`config.mk`:
```
export PLATFORM = sky130hd
export DESIGN_NAME = clip_rr_pipe
export DESIGN_NICKNAME = d
export VERILOG_FILES = /design/src/rtl/clip_rr_pipe.sv
export SDC_FILE = /design/constraint.sdc
export NUM_CORES = 1
export LEC_CHECK = 0
export ABC_AREA = 1
export ABC_CLOCK_PERIOD_IN_PS = 5800
export CORE_UTILIZATION = 50
export DETAILED_ROUTE_END_ITERATION = 7
export PLACE_DENSITY = 0.81
export SLEW_MARGIN = 20
export SYNTH_ARGS = -nofsm -noshare
export SYNTH_HDL_FRONTEND = slang
export SYNTH_SLANG_ARGS = --single-unit
```
`constraint.sdc`:
```
create_clock -name clk -period 5.8 [get_ports clk]
set_clock_uncertainty 0.2 [all_clocks]
set_input_delay 0.58 -clock clk [delete_from_list [all_inputs] [get_ports clk]]
set_output_delay 0.58 -clock clk [all_outputs]
set_load 0.01 [all_outputs]
```
`src/rtl/clip_rr_pipe.sv`:
```
// Multi-flux pixel clipper: round-robin pick of one input FIFO per cycle, saturation
// to [0, 2^bit_depth-1], registered tagged output stage with stall hold, per-flux stats.
module clip_rr_pipe #(
   parameter int FLUX      = 2,
   parameter int IN_WIDTH  = 16,
   parameter int OUT_WIDTH = 10,
   parameter int TAG_WIDTH = (FLUX > 1) ? $clog2(FLUX) : 0,
   parameter int CNT_WIDTH = 16
) (
   input  logic                           clk,
   input  logic                           rst_n,
   input  logic [FLUX-1:0]                in_empty,
   output logic [FLUX-1:0]                in_read,
   input  logic [TAG_WIDTH+IN_WIDTH-1:0]  in_dout,
   input  logic [FLUX-1:0]                out_full,
   output logic                           out_write,
   output logic [TAG_WIDTH+OUT_WIDTH-1:0] out_din,
   input  logic [3:0]                     cfg_bit_depth,
   input  logic                           sat_clr,
   output logic [FLUX*CNT_WIDTH-1:0]      sat_hi_cnt,
   output logic [FLUX*CNT_WIDTH-1:0]      sat_lo_cnt
);

   // Handshake: a flux is popped (in_read) only when its FIFO is non-empty, its output
   // FIFO has room and the output stage is free; the held word leaves via out_write
   // whenever out_full of its own tag is low, and stays stable until then.

   localparam int TW = (TAG_WIDTH > 0) ? TAG_WIDTH : 1;
   localparam logic [3:0]           BD_MIN  = 4'd8;
   localparam logic [3:0]           BD_MAX  = 4'(OUT_WIDTH);
   localparam logic [CNT_WIDTH-1:0] CNT_MAX = '1;
   localparam logic [IN_WIDTH:0]    ONE_EXT = (IN_WIDTH+1)'(1);
   localparam logic [TW-1:0]        LAST_IDX = TW'(FLUX - 1);

   logic                  out_valid;
   logic [TW-1:0]         tag_r;
   logic [OUT_WIDTH-1:0]  data_r;
   logic [TW-1:0]         rr_ptr;

   logic                  stage_free;
   logic [FLUX-1:0]       eligible;
   logic                  grant_vld;
   logic [TW-1:0]         grant_idx;

   logic [IN_WIDTH-1:0]   sample;
   logic [3:0]            bd_eff;
   logic [IN_WIDTH:0]     maxv;
   logic                  clip_hi;
   logic                  clip_lo;
   logic [OUT_WIDTH-1:0]  clip_val;

   logic [CNT_WIDTH-1:0]  hi_cnt [FLUX];
   logic [CNT_WIDTH-1:0]  lo_cnt [FLUX];

   // ------------------------------------------------------------------ drain / eligibility
   always_comb begin
      out_write  = out_valid & ~out_full[tag_r];
      stage_free = ~out_valid | out_write;
      eligible   = ~in_empty & ~out_full & {FLUX{stage_free & rst_n}};
   end

   // Round-robin search starting at rr_ptr; first eligible flux wins.
   always_comb begin
      grant_vld = 1'b0;
      grant_idx = '0;
      for (int k = 0; k < FLUX; k++) begin
         if (!grant_vld && eligible[(int'(rr_ptr) + k) % FLUX]) begin
            grant_vld = 1'b1;
            grant_idx = TW'((int'(rr_ptr) + k) % FLUX);
         end
      end
   end

   always_comb begin
      in_read = '0;
      if (grant_vld) in_read[grant_idx] = 1'b1;
   end

   // ------------------------------------------------------------------ clip arithmetic
   always_comb begin
      sample   = in_dout[IN_WIDTH-1:0];
      bd_eff   = (cfg_bit_depth < BD_MIN || cfg_bit_depth > BD_MAX) ? BD_MAX : cfg_bit_depth;
      maxv     = (ONE_EXT << bd_eff) - ONE_EXT;
      clip_lo  = sample[IN_WIDTH-1];
      clip_hi  = ~clip_lo && ({1'b0, sample} > maxv);
      clip_val = sample[OUT_WIDTH-1:0];
      if (clip_hi)      clip_val = maxv[OUT_WIDTH-1:0];
      else if (clip_lo) clip_val = '0;
   end

   // ------------------------------------------------------------------ output stage
   // A grant always reloads the stage; that is legal because grants only happen when
   // the stage is empty or its word is being written on this same edge.
   always_ff @(posedge clk or negedge rst_n) begin
      if (!rst_n) begin
         out_valid <= 1'b0;
         tag_r     <= '0;
         data_r    <= '0;
         rr_ptr    <= '0;
      end else begin
         if (grant_vld) begin
            out_valid <= 1'b1;
            tag_r     <= grant_idx;
            data_r    <= clip_val;
            rr_ptr    <= (grant_idx == LAST_IDX) ? '0 : grant_idx + TW'(1);
         end else if (out_write) begin
            out_valid <= 1'b0;
         end
      end
   end

   generate
      if (TAG_WIDTH > 0) begin : g_tagged
         logic unused_in_tag;
         assign unused_in_tag = ^in_dout[TAG_WIDTH+IN_WIDTH-1:IN_WIDTH];
         assign out_din = {tag_r[TAG_WIDTH-1:0], data_r};
      end else begin : g_untagged
         assign out_din = data_r;
      end
   endgenerate

   // ------------------------------------------------------------------ saturation statistics
   // Counters stick at all-ones; a clear wins over a same-cycle increment.
   always_ff @(posedge clk or negedge rst_n) begin
      if (!rst_n) begin
         for (int i = 0; i < FLUX; i++) begin
            hi_cnt[i] <= '0;
            lo_cnt[i] <= '0;
         end
      end else begin
         for (int i = 0; i < FLUX; i++) begin
            if (sat_clr) begin
               hi_cnt[i] <= '0;
               lo_cnt[i] <= '0;
            end else if (grant_vld && grant_idx == TW'(i)) begin
               if (clip_hi && hi_cnt[i] != CNT_MAX) hi_cnt[i] <= hi_cnt[i] + CNT_WIDTH'(1);
               if (clip_lo && lo_cnt[i] != CNT_MAX) lo_cnt[i] <= lo_cnt[i] + CNT_WIDTH'(1);
            end
         end
      end
   end

   always_comb begin
      sat_hi_cnt = '0;
      sat_lo_cnt = '0;
      for (int i = 0; i < FLUX; i++) begin
         sat_hi_cnt[i*CNT_WIDTH +: CNT_WIDTH] = hi_cnt[i];
         sat_lo_cnt[i*CNT_WIDTH +: CNT_WIDTH] = lo_cnt[i];
      end
   end

endmodule

```
==> results.py <==
metrics = {
    "timing": {
        "finalSetupViolCount": 0,
        "rsz0062_at_grt": "no",
        "max_freq_mhz": 307,
        "slew_viol_final": 0,
        "fin_ws_ns": 2.54,
        "fin_crit_sh_pct": 56.1,
        "worstMarginPinSlew_ns": 1.08,
        "slew_headroom_pct": 28.0,
        "post-route-min-period_ns": 3.26,
        "tns_ns": 0,
        "hold_violations": 0,
    },
    "power_and_ir_drop": {
        "power.density_mw_per_mm2": 195,
        "leakage_nw": 3.16,
        "vdd_drop_max_uv": 130,
    },
    "yosys": {
        "syn_area_mm2": 0.00539,
        "post-synth-top-area-cell": "dfrtp_1",
        "synthCells": 731,
        "ys_seq_area_share_pct": 35.8,
        "avgSynthCellArea_um2": 7.37,
        "ys_types": 44,
        "ys_ff_latch": 77,
        "synthTopCellsByArea": "dfrtp_1 (36%), nand2_1 (13%), nand3_1 (8.2%)",
        "synth_top_area_share_pct": 35.8,
        "synth-warning-count": 0,
    },
    "placed_design": {
        "io_buffers": 104,
        "place_ws_ns": 2.41,
        "gp_congestion": 0.897,
        "dp_hpwl_um": 9930,
    },
    "finish": {
        "layout-drive-gt1-share_pct": 10.0,
        "diodes": 0,
        "regArea_mm2": 0.00193,
        "area_delta_synth_final_pct": 25.1,
        "multiInputGateArea_mm2": 0.00315,
        "final_nets": 884,
        "fill_cells": 916,
    },
    "grt": {
        "antenna_found_initial": 0,
        "first_global_vias": 5126,
        "grt_max_degree": 60,
        "grt_usage_pct": 25.3,
        "grt_overflow_total": 0,
        "grt_pass1_wl_um": 23200,
    },
    "floorplanning": {
        "core_mm2": 0.0104,
        "die_w_um": 106,
        "start_util_pct": 51.9,
        "dieArea_mm2": 0.0112,
        "fp.dieH_um": 106,
        "rows": 37,
        "io_pins": 106,
    },
    "clock_network": {
        "postCtsSetupRepairBufs": 0,
        "holdBufCountCts": 1,
        "clk_pin_slew_worst_paths_ns": 0.08,
        "clock_latency_ns": 0.35,
        "cts_max_level": 3,
        "cts_tree": "yes",
        "clock_sinks": 77,
        "numCtsBuffers": 9,
        "cts_root_buffer": "clkbuf_8",
        "clock_path_buffers": 2,
        "ctsResizeCount": 0,
    },
    "setup_path": {
        "slowest_stage": "clkdlybuf4s50_1",
        "cp.arrival_ns": 2.48,
        "end_kind": "output pin",
        "path_max_fanout": 23,
        "crit_path_cell_trace": "dlygate4sd3_1 -> buf_4 -> nand2_2 -> inv_2 -> o211ai_2 -> inv_1 -> clkdlybuf4s50_1",
        "crit_buf_inv": 5,
        "crit_family": "buffers and inverters",
        "cp.required_ns": 5.02,
        "max_stage_delay_ns": 0.56,
        "cp-start-kind": "primary input",
        "critPathKind": "primary input to output pin",
    },
    "drt": {
        "post_drt_wl_per_cell_um": 14.0,
        "dr_total_vias": 5220,
        "drt_wl_total_um": 13700,
        "route.detailed.drc": 0,
        "drtIter0Drc": 250,
        "vias_per_cell": 5.35,
        "first_pass_iters": 5,
        "drtAntennaViolNets": 0,
    },
    "job": {
        "maxCapViolCount": 0,
    },
    "outcome": {
        "status": "complete, no violations",
    },
    "worst_hold_path": {
        "hold_path.class": "flip-flop to flip-flop",
    },
}
layout make-up:
class                           instances  share of cell area, %
Multi-Input combinational cell        587                   46.7
Clock buffer                           13                   2.36
Inverter                               52                   2.90
Sequential cell                        77                   28.6
Timing Repair Buffer                  108                   15.9
Tap cell                              136                   2.53
Clock inverter                          3                   1.00
logic make-up (layout without fill, tap and decap cells):
kind of cell / after synthesis / after routing / share of synthesized area (%)
and+or+nand+nor: 473 / 473 / 41.7
DFF: 77 / 77 / 35.8
buffers and inverters: 77 / 176 / 6.48
xor gates and xnor gates: 45 / 45 / 7.32
AOI/OAI and AO/OA: 36 / 36 / 3.74
adders and majority gates: 21 / 21 / 4.88
other: 2 / 12 / 0.139
routing by layer:
layer | up-vias | global-route usage (%) | part of all wire, % | routed length [um]
met4 | 0 | 8.93 | 1.9 | 257
met3 | 26 | 3.28 | 5.0 | 677
met2 | 162 | 45.0 | 50 | 6820
li1 | 2567 | - | - | -
met5 | - | 0 | 0 | 0
met1 | 2465 | 31.5 | 43 | 5910
placed cells by master, fill, tap and decap left out, drive strengths merged:
| cell | n |
|---|---|
| xor2 | 36 |
| bufinv | 2 |
| ha | 21 |
| nor2 | 101 |
| nand4 | 22 |
| nand3b | 8 |
| o21ai | 12 |
| a31oi | 1 |
| o21a | 1 |
| nand2 | 227 |
| buf | 4 |
| dfrtp | 77 |
| xnor2 | 9 |
| nand3 | 93 |
| and3 | 1 |
| nor4 | 1 |
| clkdlybuf4s50 | 103 |
| o211ai | 1 |
| nor3b | 3 |
| clkinvlp | 1 |
| or2 | 4 |
| conb | 12 |
| a21o | 1 |
| a21oi | 17 |
| nor3 | 13 |
| inv | 51 |
| clkinv | 1 |
| clkbuf | 13 |
| a211oi | 1 |
| o21bai | 1 |
| a21boi | 1 |
| dlygate4sd3 | 1 |
synth_stat cells, drive strengths merged:
cell      n
nand2   227
nor2    101
nand3    93
dfrtp    77
inv      51
xor2     36
nand4    22
ha       21
a21oi    17
buf      14
nor3     13
o21ai    12
clkbuf   11
xnor2     9
nand3b    8
or2       4
nor3b     3
conb      2
a211oi    1
a21boi    1
a21o      1
a31oi     1
and3      1
clkinv    1
nor4      1
o211ai    1
o21a      1
o21bai    1
stage by stage:
stage               hold slack, ns  cell area (um^2)  total power [mW]  utilization, %  instances
finish                       0.289              6740              1.32            65.0        976
global route                 0.319              6740              1.38            65.0        976
CTS                          0.297              6740              1.32            65.0        976
detailed placement           0.273              6500             0.859            62.7        959
global placement             0.269              6500             0.851            62.7        959
floorplan                   0.0844              5420             0.739               -        741
final timing paths:
kind	end	from	slack, ns	cells past startpoint
worst min-delay path	data_r[9]	data_r[9]	0.29	2
min in group asynchronous	data_r[8]	rst_n	0.48	2
worst min register to register	data_r[9]	data_r[9]	0.29	2
worst max-delay path	in_read[0]	rst_n	2.54	7
worst max register to register	sat_lo_cnt[26]	sat_lo_cnt[16]	3.25	9
max in group asynchronous	sat_lo_cnt[14]	rst_n	3.90	3
power by group:
part,internal (mW),switching [mW],total [mW]
combinational,0.112,0.143,0.255
sequential,0.570,0.0253,0.595
clock,0.267,0.199,0.466
total,0.949,0.368,1.32
worst register-to-register path, delay by kind of cell (launching register included):
kind                     cells  cell delay [ns]
adder cells (fa/ha/maj)      1             0.25
AND/OR/NAND/NOR              6             1.26
flip-flops                   1             0.47
AO/OA/AOI/OAI                2             0.30
registers in the layout (all words and copies together) (netlist names):
| name | flops |
|---|---|
| sat_hi_cnt | 32 |
| sat_lo_cnt | 32 |
| data_r | 10 |
| out_valid | 1 |
| rr_ptr | 1 |
| tag_r | 1 |
(Power assumes the default switching activity.)
